===== src/rtl/alu_arb_pkg.sv =====
// Shared types and default widths for the ALU share arbiter.
// Includes the ALU control codes and the arbiter FSM states.
package alu_arb_pkg;

   localparam int DEF_DATA_W = 32;
   localparam int DEF_CTRL_W = 4;

   typedef enum logic [3:0] {
      AND = 4'b0000,
      OR  = 4'b0001,
      ADD = 4'b0010,
      SUB = 4'b0110,
      SLT = 4'b0111
   } alu_op_e;

   typedef enum logic [1:0] {
      IDLE,
      EXEC,
      RESP
   } arb_state_e;

endpackage


===== src/rtl/rr_arb2.sv =====
// Two-way combinational round-robin grant.
// On a tie, the requester that did not win last time is granted.
module rr_arb2 (
   input  logic [1:0] valid,
   input  logic       last_grant,
   output logic [1:0] grant,
   output logic       grant_id
);

   always_comb begin
      grant    = 2'b00;
      grant_id = 1'b0;
      case (valid)
         2'b01: begin
            grant    = 2'b01;
            grant_id = 1'b0;
         end
         2'b10: begin
            grant    = 2'b10;
            grant_id = 1'b1;
         end
         2'b11: begin
            if (last_grant) begin
               grant    = 2'b01;
               grant_id = 1'b0;
            end else begin
               grant    = 2'b10;
               grant_id = 1'b1;
            end
         end
         default: begin
            grant    = 2'b00;
            grant_id = 1'b0;
         end
      endcase
   end

endmodule


===== src/rtl/alu_share_arbiter.sv =====
// Shares one external ALU between two requesters with round-robin arbitration.
// Define ALU_ARB_ILLEGAL_CHK_EN to flag unsupported control codes on rsp_err_o.
module alu_share_arbiter
   import alu_arb_pkg::*;
#(
   parameter int DATA_W = DEF_DATA_W,
   parameter int CTRL_W = DEF_CTRL_W
) (
   input  logic              clk_i,
   input  logic              rst_i,
   input  logic              req0_valid_i,
   output logic              req0_ready_o,
   input  logic [DATA_W-1:0] req0_src1_i,
   input  logic [DATA_W-1:0] req0_src2_i,
   input  logic [CTRL_W-1:0] req0_ctrl_i,
   input  logic              req1_valid_i,
   output logic              req1_ready_o,
   input  logic [DATA_W-1:0] req1_src1_i,
   input  logic [DATA_W-1:0] req1_src2_i,
   input  logic [CTRL_W-1:0] req1_ctrl_i,
   output logic              rsp_valid_o,
   input  logic              rsp_ready_i,
   output logic              rsp_id_o,
   output logic [DATA_W-1:0] rsp_result_o,
   output logic              rsp_zero_o,
   output logic              rsp_err_o,
   output logic [DATA_W-1:0] alu_src1_o,
   output logic [DATA_W-1:0] alu_src2_o,
   output logic [CTRL_W-1:0] alu_ctrl_o,
   input  logic [DATA_W-1:0] alu_result_i,
   input  logic              alu_zero_i
);

   arb_state_e        state_q, state_d;
   logic              last_grant_q;
   logic [DATA_W-1:0] src1_q, src2_q;
   logic [CTRL_W-1:0] ctrl_q;
   logic              id_q;
   logic [DATA_W-1:0] result_q;
   logic              zero_q;
   logic              rsp_id_q;

   logic [1:0]        grant;
   logic              grant_id;
   logic              accept_en;
   logic              accept;
   logic [DATA_W-1:0] sel_src1, sel_src2;
   logic [CTRL_W-1:0] sel_ctrl;

   rr_arb2 u_rr_arb2 (
      .valid      ({req1_valid_i, req0_valid_i}),
      .last_grant (last_grant_q),
      .grant      (grant),
      .grant_id   (grant_id)
   );

   // A new op may be taken when idle, or when the held response drains this cycle.
   assign accept_en = !rst_i && ((state_q == IDLE) || ((state_q == RESP) && rsp_ready_i));
   assign accept    = accept_en && (grant != 2'b00);

   assign req0_ready_o = accept_en && grant[0];
   assign req1_ready_o = accept_en && grant[1];

   assign sel_src1 = grant_id ? req1_src1_i : req0_src1_i;
   assign sel_src2 = grant_id ? req1_src2_i : req0_src2_i;
   assign sel_ctrl = grant_id ? req1_ctrl_i : req0_ctrl_i;

   always_comb begin
      state_d = state_q;
      case (state_q)
         IDLE:    if (accept) state_d = EXEC;
         EXEC:    state_d = RESP;
         RESP:    if (rsp_ready_i) state_d = accept ? EXEC : IDLE;
         default: state_d = IDLE;
      endcase
   end

   always_ff @(posedge clk_i) begin
      if (rst_i) begin
         state_q      <= IDLE;
         last_grant_q <= 1'b1;
         src1_q       <= '0;
         src2_q       <= '0;
         ctrl_q       <= '0;
         id_q         <= 1'b0;
         result_q     <= '0;
         zero_q       <= 1'b0;
         rsp_id_q     <= 1'b0;
      end else begin
         state_q <= state_d;
         if (accept) begin
            src1_q       <= sel_src1;
            src2_q       <= sel_src2;
            ctrl_q       <= sel_ctrl;
            id_q         <= grant_id;
            last_grant_q <= grant_id;
         end
         // The ALU sees the latched operands during EXEC; capture its answer then.
         if (state_q == EXEC) begin
            result_q <= alu_result_i;
            zero_q   <= alu_zero_i;
            rsp_id_q <= id_q;
         end
      end
   end

`ifdef ALU_ARB_ILLEGAL_CHK_EN
   logic err_pend_q;
   logic err_q;
   logic sel_legal;

   assign sel_legal = (sel_ctrl == CTRL_W'(AND)) || (sel_ctrl == CTRL_W'(OR)) ||
                      (sel_ctrl == CTRL_W'(ADD)) || (sel_ctrl == CTRL_W'(SUB)) ||
                      (sel_ctrl == CTRL_W'(SLT));

   always_ff @(posedge clk_i) begin
      if (rst_i) begin
         err_pend_q <= 1'b0;
         err_q      <= 1'b0;
      end else begin
         if (accept) err_pend_q <= !sel_legal;
         if (state_q == EXEC) err_q <= err_pend_q;
      end
   end

   assign rsp_err_o = err_q;
`else
   assign rsp_err_o = 1'b0;
`endif

   assign rsp_valid_o  = (state_q == RESP);
   assign rsp_id_o     = rsp_id_q;
   assign rsp_result_o = result_q;
   assign rsp_zero_o   = zero_q;
   assign alu_src1_o   = src1_q;
   assign alu_src2_o   = src2_q;
   assign alu_ctrl_o   = ctrl_q;

endmodule


===== config.mk =====
export PLATFORM = sky130hd
export DESIGN_NAME = alu_share_arbiter
export DESIGN_NICKNAME = d
export VERILOG_FILES = /design/src/rtl/alu_arb_pkg.sv /design/src/rtl/rr_arb2.sv /design/src/rtl/alu_share_arbiter.sv
export SDC_FILE = /design/constraint.sdc
export NUM_CORES = 1
export LEC_CHECK = 0
export CORE_MARGIN = 2
export CORE_UTILIZATION = 37
export CTS_CLUSTER_DIAMETER = 30
export DETAILED_ROUTE_END_ITERATION = 16
export GPL_ROUTABILITY_DRIVEN = 0
export PLACE_DENSITY = 0.8
export SYNTH_ARGS = -nofsm -noshare
export SYNTH_HDL_FRONTEND = slang
export SYNTH_SLANG_ARGS = --single-unit

===== constraint.sdc =====
create_clock -name clk_i -period 1.6 [get_ports clk_i]
set_input_delay 0.48 -clock clk_i [delete_from_list [all_inputs] [get_ports clk_i]]
set_output_delay 0.48 -clock clk_i [all_outputs]
set_load 0.005 [all_outputs]

# == Word level (Yosys, flattened, before mapping) ==
# Index checks and enable logic that the tools add are counted.
# totals
reg_bits,106
inputBits,174
out_inout_bits,106
# op_classes
n_eq_ne,7
muxes,11
reduce_logical,10
# op_table
op,count
two-way mux 32 bit,2
one-hot mux 2 bit (3 select lines),2
== test 2 bit (second input constant),3
two-way mux 2 bit,3
logical AND 1 bit,5
== test 2 x 1 -> 1 bit (second input constant),2
two-way mux 4 bit,1
zero test 2 bit,1
two-way mux 1 bit,2
!= test 2 x 1 -> 1 bit (second input constant),1
!= test 2 bit (second input constant),1
one-hot mux 1 bit (2 select lines),1
AND reduction 2 bit,1
nonzero test 2 bit,1
zero test 1 bit,1
logical OR 1 bit,1

# == Depth between registers and ports, before layout ==
# depth
depth_word,8
depth_mapped,7

# == Cells and area by module ==
# From an unflattened synthesis, not the netlist that was laid out.
# unflattened
hier_cells,493
area_unflattened_um2,4958.5
# modules_own_cells
module,instances,cells_per_inst,area_each_um2,seq_area_each_um2
alu_share_arbiter,1,489,4932.2,2122.0
rr_arb2,1,4,26.3,0.0

# == Least setup slack after synthesis ==
# No wires, ideal clock.
# synth_timing
path_type,input port to output port
from,input port req1_valid_i
to,output port req1_ready_o
arrival_time_ps,1057
t_required_ps,1120
path_slack_ps,63
cell_stages,4
n_path_buf,2
cell_sequence,a21bo_1 > buf_4 > buf_2 > nor2_1
# synth_via
elab_chain_cells,3
# synth_lines
element,line,text
start: declaration,alu_share_arbiter.sv:16,"input logic req1_valid_i,"
== test 2 bit or == test 2 x 1 -> 1 bit (tied branches),rr_arb2.sv:13,case (valid)
one-hot mux 2 bit (3 select lines) (*),rr_arb2.sv:13,
logical AND 1 bit (*),alu_share_arbiter.sv:62,assign req1_ready_o = accept_en && grant[1];
end: declaration,alu_share_arbiter.sv:17,"output logic req1_ready_o,"
# Every way passes the cells marked *; elsewhere a longest branch is shown, timed or not.

# == Worst setup path after layout ==
# layout_timing
from,register last_grant_q
to,output port req1_ready_o
# layout_via
elab_chain_cells,3
# layout_lines
element,line,text
start: declaration,alu_share_arbiter.sv:35,logic last_grant_q;
start signal: assignment,alu_share_arbiter.sv:96,last_grant_q <= grant_id;
two-way mux 2 bit,rr_arb2.sv:23,if (last_grant) begin
one-hot mux 2 bit (3 select lines),rr_arb2.sv:13,
logical AND 1 bit,alu_share_arbiter.sv:62,
# Every way passes these cells.

==> summary.txt <==
Status
  • Status: complete, no violations

STA
  • Max_slew headroom: 0.382
  • Min Tclk post-route: 1.58 ns
  • Final setup fails: 0
  • Fmax: 0.631 GHz
  • Final Hold Viols: 0
  • Slew @ Worst Pin: 0.927 ns
  • RSZ-0062 raised after global routing: true
  • Setup Skew: 0.00425 ns
  • Final Slew Violations: 0
  • Final worst slack: 0.0154 ns
  • Fin crit share: 0.990

Drt
  • Via count: 4931
  • Drt total wl: 16.8 mm
  • Drt drc: 0
  • DRC violation total after the first TritonRoute iteration: 248
  • WL/cell: 18.2 um
  • Vias/cell: 5.35
  • Drt first pass iters: 5
  • Antenna violation net count after detailed routing: 0

Synthesis
  • EDFF count, synth: 0
  • Yosys top cell by area: dfxtp_1
  • Synth Cell Area: 4590 um^2
  • Most frequent cells after synthesis: dfxtp_1, inv_1, nand2_1, o32ai_1, a221oi_1
  • Yosys top cell area share: 0.462
  • Post-synth ARST share: 0
  • Cells after synthesis: 494
  • #FFs+latches synth: 106
  • Count leader, synth: dfxtp_1
  • Post-synth cell types: 26
  • Yosys warns: 0
  • Post-Syn Nets: 668
  • Mapped Avg Cell Area: 9.29 um^2
  • Post-synth top flop: dfxtp_1
  • Sequential-to-total area share from yosys stat: 0.462
  • Synth area leaders: dfxtp_1, o32ai_1, a221oi_1, a221oi_2, inv_1

Worst hold path
  • Hold Crit Class: reg2reg
  • Hold Path Depth: 2
  • Hold Path Sink: rsp_result_o[19]$_SDFFE_PP0N_
  • HP Start: rsp_result_o[19]$_SDFFE_PP0N_

Critical path
  • CP Max Fanout: 3
  • Reg2Reg Setup Slack: 0.09 ns
  • CP max stage delay: 0.36 ns
  • CP arrival: 1.10 ns
  • CP startpoint: last_grant_q$_SDFFE_PP1P_
  • Crit-path slowest cell: dfxtp_4
  • Worst endpoint required time: 1.12 ns
  • WS Path Type: reg2out
  • Startpoint Class: flop
  • Crit path cell chain: a21bo_4 > nor2_2 > buf_2
  • Worst reg2reg endpoint: alu_src1_o[20]$_SDFFE_PP0P_
  • CP Capture Type: primary output
  • Worst R2R Path Depth: 7
  • Worst path top cell family by delay: flip-flops
  • Crit Reg-Reg Startpoint: state_q[1]$_SDFFE_PP0P_
  • Crit path buf inv count: 1

Clock network
  • CTS Buf Count: 9
  • Clock latency on the worst-skew pair: 0.35 ns
  • Root buf cell: clkbuf_16
  • CTS sink cnt: 106
  • TritonCTS clock tree: yes
  • Longest Clk Path Bufs: 2
  • Max H-tree Level: 3
  • CTS Hold Bufs: 0
  • Clk slew on worst S/H paths: 0.07 ns

Global route
  • Largest net degree at the start of global routing: 106
  • Initial antenna violation count: 0
  • Total congestion overflow: 0
  • Overall Global Routing Usage: 0.241
  • Number of global-route vias before repair: 5090
  • First-pass GRT wire length: 25.1 mm

Pwr
  • Sw Share: 0.260
  • Clk pwr share: 0.335
  • P_leak: 0.00323 uW
  • Gate power share: 0.242
  • Internal power: 5210 uW
  • Switching pwr: 1830 uW
  • Reg power frac: 0.422
  • VDD IR max: 0.611 mV
  • Pwr dens: 892 nW/um^2

Floorplanning
  • Die Wd: 115 um
  • Ports: 280
  • Initial Util: 0.380
  • Chip height: 115 um
  • Cell Rows: 40
  • Die Area: 13300 um^2
  • Total core area: 12100 um^2

Cells and area
  • Final core occ: 0.654
  • Synth-to-layout area growth: 72.0%
  • Share of layout cells above drive strength 1: 0.127
  • Nets: 923
  • Diodes inserted: 0

Placement
  • DPL Wire Length: 11.8 mm
  • IO buf count: 278
  • Pre-CTS setup slack: -0.839 ns

Flow run
  • Max Cap Viol: 0
## what timing repair did
item	CTS	global route
gates resized for setup	145	7
setup buffers	1	0
pin swaps	6	5
endpoints found under the setup margin	174	35
cloned	0	1
## worst max-delay path by stage
| stage | to | slack, ns | depth (start not counted) |
|---|---|---|---|
| floorplan | req1_ready_o | 0.06 | 4 |
| global placement | req0_ready_o | -0.75 | 5 |
| detailed placement | alu_src1_o[6]$_SDFFE_PP0P_ | -0.84 | 5 |
| CTS | req0_ready_o | -0.04 | 4 |
| global route | req0_ready_o | -0.03 | 4 |
| finish | req1_ready_o | 0.02 | 3 |
## final cells by class
cell class	instances	area [um^2]
inverters	72	270
repair buffers	303	2970
clock inverters	3	43.8
flip-flops and latches	106	2130
clock buffers	13	280
well taps	168	210
fillers	994	4170
multi-input cells	257	1980
## worst register-to-register path: cells and delay by family (launching register included)
family / cells / cell delay (ns)
buffers and inverters: 4 / 0.58
flip-flops: 1 / 0.37
AND/OR/NAND/NOR: 2 / 0.25
AO/OA/AOI/OAI: 1 / 0.23
## layer usage
| metal | up-vias | wire length (um) | track usage |
|---|---|---|---|
| li1 | 2332 | - | - |
| met1 | 2333 | 6220 | 0.259 |
| met2 | 225 | 8690 | 0.434 |
| met3 | 41 | 1390 | 0.0669 |
| met4 | 0 | 513 | 0.114 |
| met5 | - | 0 | 0 |
## power groups by stage
stage                     Sequential [uW]  Combinational, uW  Clock (uW)
after floorplan                      3040                686           0
final                                2970               1710        2360
after global placement               3020               1750           0
after global routing                 3000               1820        2500
after CTS                            2970               1700        2400
after detailed placement             3040               1800           0
## stage by stage
stage | cell area (um^2) | instances | setup TNS [ns] | power [uW] | hold slack, ns
after detailed placement | 7560 | 904 | -59.19 | 4840 | 0.448
after global placement | 7560 | 904 | -53.81 | 4780 | 0.441
after CTS | 7850 | 921 | -0.0725 | 7070 | 0.453
after floorplan | 4590 | 494 | 0 | 3730 | 0.432
after global routing | 7890 | 922 | -0.0457 | 7320 | 0.468
final | 7890 | 922 | 0 | 7040 | 0.457
## cells by family after synthesis
kind of cell           Yosys count  share of synthesized area
DFF                            106                      0.462
and+or+nand+nor                 80                     0.0739
other                            1                   0.000817
buffers and inverters          131                      0.127
AOI/OAI and AO/OA              176                      0.336
## flip-flops by register name, summed over array words and instances, names as in the netlist
signal / count
alu_src2_o: 32
rsp_id_o: 1
rsp_result_o: 32
id_q: 1
alu_ctrl_o: 4
last_grant_q: 1
state_q: 2
alu_src1_o: 32
rsp_zero_o: 1
## layout by cell type (no fill, tap or decap), types with 2 or more instances in the layout
cell type	instances
inv_1	71
a21oi_1	35
o32ai_1	69
buf_6	2
dfxtp_2	7
dfxtp_1	98
dlygate4sd2_1	102
clkbuf_8	4
a221oi_1	39
buf_2	3
a221oi_2	29
nand2_1	68
buf_4	13
buf_12	8
nand2b_1	2
nor2b_4	2
clkbuf_16	10
clkdlybuf4s50_1	169
Power figures use the tool's default switching activity.
